[src/rtl/conv11_mac.sv]
// conv11_mac: 1x1-conv MAC stage that pulls one pixel per channel, accumulates IN_CH weighted
// products on a bias and hands the sum downstream. Define CONV11_RELU_EN to clamp negative results to 0.
module conv11_mac #(
    parameter int DATA_WIDTH   = 8,
    parameter int WEIGHT_WIDTH = 8,
    parameter int ACC_WIDTH    = 24,
    parameter int IN_CH        = 16,
    parameter int CH_W         = 4
) (
    input  logic                    clk,
    input  logic                    rst,
    input  logic                    input_ready,
    output logic                    inputbuf_read_en,
    input  logic [DATA_WIDTH-1:0]   in_0_0,
    output logic [CH_W-1:0]         weight_addr,
    input  logic [WEIGHT_WIDTH-1:0] weight_data,
    input  logic [ACC_WIDTH-1:0]    bias,
    output logic [ACC_WIDTH-1:0]    acc_out,
    output logic                    acc_valid,
    input  logic                    acc_ready
);

    localparam int              PROD_W  = DATA_WIDTH + WEIGHT_WIDTH;
    localparam logic [CH_W-1:0] LAST_CH = CH_W'(IN_CH - 1);

    typedef enum logic [1:0] {
        IDLE,
        REQ,
        MAC,
        OUT
    } state_t;

    state_t                 state, state_nxt;
    logic [CH_W-1:0]        ch, ch_nxt;
    logic [ACC_WIDTH-1:0]   acc, acc_nxt;
    logic [ACC_WIDTH-1:0]   acc_out_nxt;
    logic                   valid_nxt;
    logic                   read_en_nxt;

    logic signed [PROD_W-1:0]    prod;
    logic signed [ACC_WIDTH-1:0] prod_ext;
    logic [ACC_WIDTH-1:0]        sum;
    logic [ACC_WIDTH-1:0]        sum_out;

    assign prod     = $signed(in_0_0) * $signed(weight_data);
    assign prod_ext = ACC_WIDTH'(prod);
    // The first channel restarts the sum from the bias instead of the previous frame's total.
    assign sum      = ((ch == '0) ? bias : acc) + prod_ext;

`ifdef CONV11_RELU_EN
    assign sum_out = sum[ACC_WIDTH-1] ? '0 : sum;
`else
    assign sum_out = sum;
`endif

    assign weight_addr = ch;

    // NOTE: every signal written here gets a default first, so no path leaves one unassigned (no latch).
    always_comb begin
        state_nxt   = state;
        ch_nxt      = ch;
        acc_nxt     = acc;
        acc_out_nxt = acc_out;
        valid_nxt   = acc_valid;
        read_en_nxt = 1'b0;
        case (state)
            IDLE: begin
                if (input_ready) begin
                    state_nxt   = REQ;
                    read_en_nxt = 1'b1;
                end
            end
            REQ: begin
                state_nxt = MAC;
            end
            MAC: begin
                acc_nxt = sum;
                if (ch == LAST_CH) begin
                    ch_nxt      = '0;
                    state_nxt   = OUT;
                    acc_out_nxt = sum_out;
                    valid_nxt   = 1'b1;
                end else begin
                    ch_nxt    = ch + 1'b1;
                    state_nxt = IDLE;
                end
            end
            OUT: begin
                if (acc_ready) begin
                    valid_nxt = 1'b0;
                    state_nxt = IDLE;
                end
            end
            default: begin
                state_nxt = IDLE;
            end
        endcase
    end

    // NOTE: state registers use non-blocking assignments so all of them update together at the edge.
    always_ff @(posedge clk) begin
        if (rst) begin
            state            <= IDLE;
            ch               <= '0;
            acc              <= '0;
            acc_out          <= '0;
            acc_valid        <= 1'b0;
            inputbuf_read_en <= 1'b0;
        end else begin
            state            <= state_nxt;
            ch               <= ch_nxt;
            acc              <= acc_nxt;
            acc_out          <= acc_out_nxt;
            acc_valid        <= valid_nxt;
            inputbuf_read_en <= read_en_nxt;
        end
    end

endmodule

[config.mk]
export PLATFORM = sky130hd
export DESIGN_NAME = conv11_mac
export DESIGN_NICKNAME = d
export VERILOG_FILES = /design/src/rtl/conv11_mac.sv
export SDC_FILE = /design/constraint.sdc
export NUM_CORES = 1
export LEC_CHECK = 0
export ABC_AREA = 1
export BUFFER_PORTS_ARGS = -buffer_cell sky130_fd_sc_hd__clkbuf_2
export CORE_MARGIN = 1.5
export CORE_UTILIZATION = 30
export DETAILED_ROUTE_END_ITERATION = 12
export PLACE_DENSITY = 0.49
export SYNTH_ARGS = -nofsm -noshare
export SYNTH_HDL_FRONTEND = slang
export SYNTH_SLANG_ARGS = --single-unit
export TNS_END_PERCENT = 10
[constraint.sdc]
create_clock -name clk -period 8.8 [get_ports clk]
set_input_delay 0.44 -clock clk [delete_from_list [all_inputs] [get_ports clk]]
set_output_delay 0.44 -clock clk [all_outputs]
set_load 0.02 [all_outputs]
==> summary.txt, run 1 <==
Status
  – Status: finished clean

Detailed routing
  – Drt wl/cell: 12.1 µm
  – Via count: 5130
  – Residual DRC count: 0
  – Starting DRT DRC Count: 187
  – Pre-antenna DRT Iters: 4
  – Antenna viol nets, final: 0
  – Routed WL: around 14000 µm
  – Number of vias per cell: about 4.3

Final layout
  – Area Growth Syn to Fin: 12.1%
  – Total Nets Final: 1064
  – Antenna Diode Count: 0
  – Layout cells sized above 1: between 10% and 20%

Synth
  – Yosys warning count: 0
  – Number of synthesized flops with an enable pin: 0
  – Ranking of synthesized cells by area: dfxtp_1 18%, fa_1 18%, inv_1 13%
  – Post-synth ARST share: 0%
  – Gate Count Post-Synth: 857
  – Yosys top cell area share: 18.2%
  – Ys flop type: dfxtp_1
  – Syn avg cell area: between 7 and 8 µm²
  – Number of library cell types mapped by synthesis: 43
  – Post-synthesis net count: 1010
  – Flops & latches, synth: 56
  – Seq/Total Area, Yosys: 18.2%
  – Synth area leader: dfxtp_1
  – Post-Syn Area: a little over 6000 µm²

Global route
  – Initial antenna violation count: 0
  – Number of global-route vias before repair: 5222
  – Total grt overflow: 0
  – Largest net degree at the start of global routing: 43
  – Gr usage total: 14.3%
  – First-pass GRT wire length: approximately 25000 µm

Worst setup path
  – Critical Path Source Type: input pin
  – CP Class: input pin to register
  – Critical Path AT: 6.26 ns
  – Critical-path maximum fanout: 8
  – Slowest stage delay, CP: around 0.54 ns
  – Critical Path RT: about 9 ns
  – CP endpoint kind: register
  – Most frequent cell on the critical path: nand2_1
  – Slowest-stage cell, CP: fa_1

Floorplan
  – Die width: between 100 and 150 µm
  – Initial Util: a little under a third
  – Die Area: 21400 µm²
  – Core area: 20200 µm²
  – Boundary pin count: 74
  – Die H: 146 µm
  – Row count: 52

Job
  – Max Cap Viol: 0

CTS
  – Htree depth: 2
  – CTS Buf Count: 5
  – Skew-Pair Late Insertion Delay: ~0.3 ns
  – Post-CTS Setup Repair Bufs: 0
  – TritonCTS clock tree: built
  – Clock tree buffer depth: 2
  – CTS sink cnt: 56
  – Post-CTS resize count: 0
  – Clock transition at the registers of the reported paths: about 0.07 ns
  – Root buf cell: clkbuf_16
  – # hold bufs at CTS: 0

STA
  – Final WS setup: ~2.8 ns
  – Fmax achieved: approximately 170 MHz
  – Final setup viols: 0
  – Worst Clk Skew: roughly 0.0059 ns
  – Max_slew headroom: 47.9%
  – Final Cycle Share: 68.4%
  – RSZ-0062 raised after global routing: no
  – Fin crit period: 6.02 ns
  – Tightest Pin Transition: 0.777 ns
  – Pins over their slew limit: 0
  – Setup TNS: 0 ns
  – Final hold vios: 0

Placed design
  – Gpl congestion: between 0.7 and 0.8
  – Place WS: 2.45 ns
  – Port-buffer cells: 73
  – Post-DP HPWL: between 10000 and 15000 µm

Power
  – PwrDens: just under 400 nW/µm²
  – Leak: 0.00392 µW
  – Total Power: between 2000 and 3000 µW
  – Worst IR Drop VDD: 0.000230 V

Min path
  – HP Class: input pin to register
flip-flops by register name (all words and copies together) (netlist names):
| signal | flops |
|---|---|
| state | 2 |
| acc_out | 24 |
| acc_valid | 1 |
| acc | 24 |
| inputbuf_read_en | 1 |
| weight_addr | 4 |
placed cells by master, fill, tap and decap left out, types with 2 or more instances in the layout:
master	netlist	final
nand2_4	5	5
nand3b_1	3	3
nor2_1	42	41
nor3_1	3	3
o211ai_1	6	6
clkbuf_16	0	5
xnor2_1	13	13
buf_4	0	4
o21bai_1	2	2
fa_1	56	56
nand3_1	29	29
or2_1	2	2
o21ai_0	33	33
inv_2	3	3
a21oi_1	58	58
a31oi_1	4	4
inv_1	213	213
mux2_2	6	6
nand3_2	6	6
nor2_2	2	3
nand2_1	176	176
o21ai_1	5	5
clkbuf_2	0	73
nand2_2	14	14
ha_1	53	53
xor2_1	16	16
a22o_1	8	8
dfxtp_1	56	56
worst max-delay path, delay by kind of cell:
kind	cells	cell delay (ns)
simple gates	17	1.77
buf+inv	6	0.43
compound gates	5	0.74
xor+xnor	1	0.09
fa+ha+maj	6	2.79
per-layer routing:
metal	GRT usage, %	up-vias	routed length, µm
li1	-	2705	-
met2	25.4	56	6900
met1	19.1	2363	7000
met3	1.63	6	327
met5	0	-	0
met4	1.52	0	59
synth_stat cells, types with 8 or more instances:
master,instances
o21ai_0,33
inv_1,213
nand3_1,29
nand2_1,176
nor2_1,42
xnor2_1,13
ha_1,53
clkbuf_1,22
xor2_1,16
dfxtp_1,56
nand2_2,14
a21oi_1,58
fa_1,56
a22o_1,8
through the flow:
| stage | util, % | hold slack [ns] | cell area, µm² | std cells |
|---|---|---|---|---|
| global placement | 33.5 | 0.442 | 6750 | 1174 |
| detailed placement | 33.5 | 0.445 | 6750 | 1174 |
| CTS | 34.3 | 0.367 | 6910 | 1182 |
| global route | 34.3 | 0.398 | 6910 | 1182 |
| finish | 34.3 | 0.374 | 6910 | 1182 |
| floorplan | - | 0.462 | 6170 | 857 |
layout make-up:
type	instances	area, µm²
Inverter	217	815
Clock buffer	6	129
Timing Repair Buffer	77	395
Tap cell	270	338
Fill cell	2280	13300
Multi-Input combinational cell	554	4080
Sequential cell	56	1120
Clock inverter	2	35.0
final timing paths:
kind / startpoint / depth (start not counted) / endpoint / slack, ns
hold reg to reg: acc_out[14]$_SDFFE_PP0P_ / 2 / acc_out[14]$_SDFFE_PP0P_ / 0.46
setup / recovery: weight_data[7] / 35 / acc[19]$_SDFFE_PP0P_ / 2.78
setup reg to reg: weight_addr[0]$_SDFFE_PP0P_ / 20 / acc_out[14]$_SDFFE_PP0P_ / 5.13
hold / removal: input_ready / 3 / inputbuf_read_en$_SDFF_PP0_ / 0.37
logic make-up (layout without fill, tap and decap cells):
kind of cell	count (synthesis)	after routing	synth area share [%]
buf+inv	247	302	15.7
xor+xnor	29	29	4.12
mux	6	6	1.10
fa+ha+maj	109	109	28.9
flops	56	56	18.2
compound gates	122	122	11.1
simple gates	288	288	20.9
power by group:
part           internal, µW  switching, µW  leakage, µW
Clock                   134           96.2    0.0000808
Combinational           826           1380      0.00338
Sequential              263           4.19     0.000454
Total                  1220           1480      0.00392
No activity file was read; power rests on OpenSTA's default activity.
==> run 2, diff against run 1 <==
--- a/config.mk
+++ b/config.mk
@@ -10,7 +10,7 @@
 export CORE_MARGIN = 1.5
 export CORE_UTILIZATION = 30
 export DETAILED_ROUTE_END_ITERATION = 12
-export PLACE_DENSITY = 0.49
+export PLACE_DENSITY = 0.5
 export SYNTH_ARGS = -nofsm -noshare
 export SYNTH_HDL_FRONTEND = slang
 export SYNTH_SLANG_ARGS = --single-unit
==> constraint.sdc (replaced) <==
create_clock -name clk -period 4.97 [get_ports clk]
set_input_delay 0.2485 -clock clk [delete_from_list [all_inputs] [get_ports clk]]
set_output_delay 0.2485 -clock clk [all_outputs]
set_load 0.02 [all_outputs]
==> summary.txt, run 2 (synthesis results as in run 1) <==
Status
  – Status: finished, violations left
  – Failing checks: setup timing

Floorplan
  – Initial Util: 30.6% (unchanged)
  – Boundary pin count: 74 (unchanged)
  – Die Area: 21400 µm² (unchanged)
  – Die H: 146 µm (unchanged)
  – Die width: 146 µm (unchanged)
  – Row count: 52 (unchanged)
  – Core area: 20200 µm² (unchanged)

Worst setup path
  – Slowest stage delay, CP: 0.54 ns (about the same)
  – Worst Reg2Reg Path Length in Cells: 18 (-10%)
  – CP endpoint kind: register
  – Critical-path maximum fanout: 4 (-4)
  – WP buf/inv: 9 (+3)
  – Reg2Reg Launch Point: weight_addr[0]$_SDFFE_PP0P_
  – CP Class: input pin to register
  – R2R Setup Slk: 1.54 ns (-3.59 ns)
  – R2R Path End: acc[20]$_SDFFE_PP0P_
  – Top delay family on crit path: adder cells
  – Slowest-stage cell, CP: fa_1
  – Critical Path Source Type: input pin
  – Critical Path AT: 5.31 ns (-0.95 ns)
  – Critical Path RT: 5.17 ns (-3.87 ns)

Final layout
  – Multi-input logic area: 4320 µm² (+5.9%)
  – Total Nets Final: 1160 (+9.0%)
  – Layout cells sized above 1: 26.9% (+13 points)
  – Commonest non-fill, non-tap cell in the layout: inv_1
  – Area taken by flip-flops and latches: 1120 µm² (unchanged)
  – Fillcell total: 2162 (-5.2%)
  – Antenna Diode Count: 0 (unchanged)
  – Area Growth Syn to Fin: 28.6%
  – Commonest cells after routing, fill and taps aside: 206 x inv_1, 165 x nand2_1, 100 x buf_4, 66 x clkbuf_2, 56 x dfxtp_1

Global route
  – Total grt overflow: 0 (unchanged)
  – Gr usage total: 14.9% (+0.59 points)
  – Number of global-route vias before repair: 5654 (+8.3%)
  – Largest net degree at the start of global routing: 29 (-33%)
  – First-pass GRT wire length: 26400 µm (+5.7%)
  – Initial antenna violation count: 0 (unchanged)

Placed design
  – Place WS: -0.535 ns (-2.98 ns)
  – Gpl congestion: 0.810 (+1.6%)
  – Port-buffer cells: 73 (unchanged)
  – Post-DP HPWL: 12400 µm (+6.7%)

STA
  – RSZ-0062 raised after global routing: yes
  – Fmax achieved: 195 MHz
  – Final hold vios: 0 (unchanged)
  – Max_slew headroom: 31.5% (-16 points)
  – Fin crit period: 5.12 ns
  – Pins over their slew limit: 0 (unchanged)
  – Worst Clk Skew: 0.00524 ns (-0.000627 ns)
  – WHS: 0.178 ns (-0.196 ns)
  – Tightest Pin Transition: 1.02 ns (+0.247 ns)
  – Final Cycle Share: 103%
  – Final WS setup: -0.149 ns (-2.93 ns)
  – Final setup viols: 16 (+16)

CTS
  – CTS sink cnt: 56 (unchanged)
  – Clock transition at the registers of the reported paths: 0.07 ns (about the same)
  – Root buf cell: clkbuf_16
  – Clock tree buffer depth: 2 (unchanged)
  – Skew-Pair Late Insertion Delay: 0.29 ns (about the same)
  – TritonCTS clock tree: built
  – CTS Buf Count: 5 (unchanged)
  – # hold bufs at CTS: 0 (unchanged)
  – Htree depth: 2 (unchanged)

Detailed routing
  – Number of vias per cell: 4.35 (+0.20%)
  – Via count: 5558 (+8.3%)
  – Starting DRT DRC Count: 207 (+11%)
  – Routed WL: 15000 µm (+4.8%)
  – Drt wl/cell: 11.7 µm (-3.1%)
  – Residual DRC count: 0 (unchanged)
  – Pre-antenna DRT Iters: 5 (+1)
  – Antenna viol nets, final: 0 (unchanged)

Job
  – Max Cap Viol: 0 (unchanged)

Min path
  – Hold depth: 3 (unchanged)
  – HP Class: input pin to register
  – Hold wc startpoint: input_ready
  – Hold Path End: inputbuf_read_en$_SDFF_PP0_
run 2: cell types whose count changed in the layout (fill, tap and decap cells not counted), moves of 6 or more:
cell,before,now
a21oi_2,1,11
buf_4,4,100
o21ai_0,33,27
inv_2,3,10
nand2_2,14,21
a21oi_1,58,48
clkbuf_2,73,66
nand2_1,176,165
inv_1,213,206
run 2: tightest hold or removal path, cell delays in order:
cell and delay [ns]:
clkbuf_2 0.08, nand2_1 0.07, nor2_1 0.04
run 2: layout make-up:
cell class              count  share of cell area (%)
clock inverters             2                   0.442
repair buffers            173                    14.8
inverters                 217                    10.3
multi-input cells         554                    54.5
well taps                 270                    4.26
flip-flops and latches     56                    14.1
clock buffers               6                    1.63
run 2: how the worst max path moves through the flow:
stage / end / from / slack [ns] / depth (start not counted)
floorplan: acc[19]$_SDFFE_PP0P_ / weight_data[4] / -0.32 / 36
global placement: acc_out[19]$_SDFFE_PP0P_ / weight_data[4] / -0.51 / 34
detailed placement: acc[21]$_SDFFE_PP0P_ / weight_data[4] / -0.54 / 36
CTS: acc[19]$_SDFFE_PP0P_ / weight_data[4] / -0.18 / 36
global route: acc[20]$_SDFFE_PP0P_ / in_0_0[3] / -0.52 / 30
finish: acc[20]$_SDFFE_PP0P_ / in_0_0[3] / -0.15 / 31
run 2: through the flow:
| step | instances | cell area, µm² | setup TNS, ns | util [%] |
|---|---|---|---|---|
| 6_report | 1278 | 7930 | -1.63 | 39.3 |
| 3_3_place_gp | 1269 | 7510 | -10.11 | 37.2 |
| 5_1_grt | 1278 | 7930 | -8.54 | 39.3 |
| 2_1_floorplan | 857 | 6230 | -4.21 | - |
| 4_1_cts | 1277 | 7710 | -2.46 | 38.2 |
| 3_5_place_dp | 1269 | 7510 | -11.09 | 37.2 |
run 2: per-layer routing:
layer | track usage (%) | share of wire (%) | routed length (µm)
met2 | 26.4 | 48 | 7130
met1 | 20.1 | 50 | 7420
met4 | 1.36 | 0.57 | 85
met3 | 1.53 | 2.3 | 339
met5 | 0 | 0 | 0
run 2: timing repair:
action / 4_1_cts / 5_1_grt
endpoints found under the setup margin: 19 / 30
pin swaps: 11 / 15
resized for setup: 11 / 68
setup buffers: 0 / 1
endpoints found under the hold margin: 0 / 0
Power of run 2 is not shown: default switching activity piles up to over one toggle a cycle in this logic, so the estimate is an artifact.
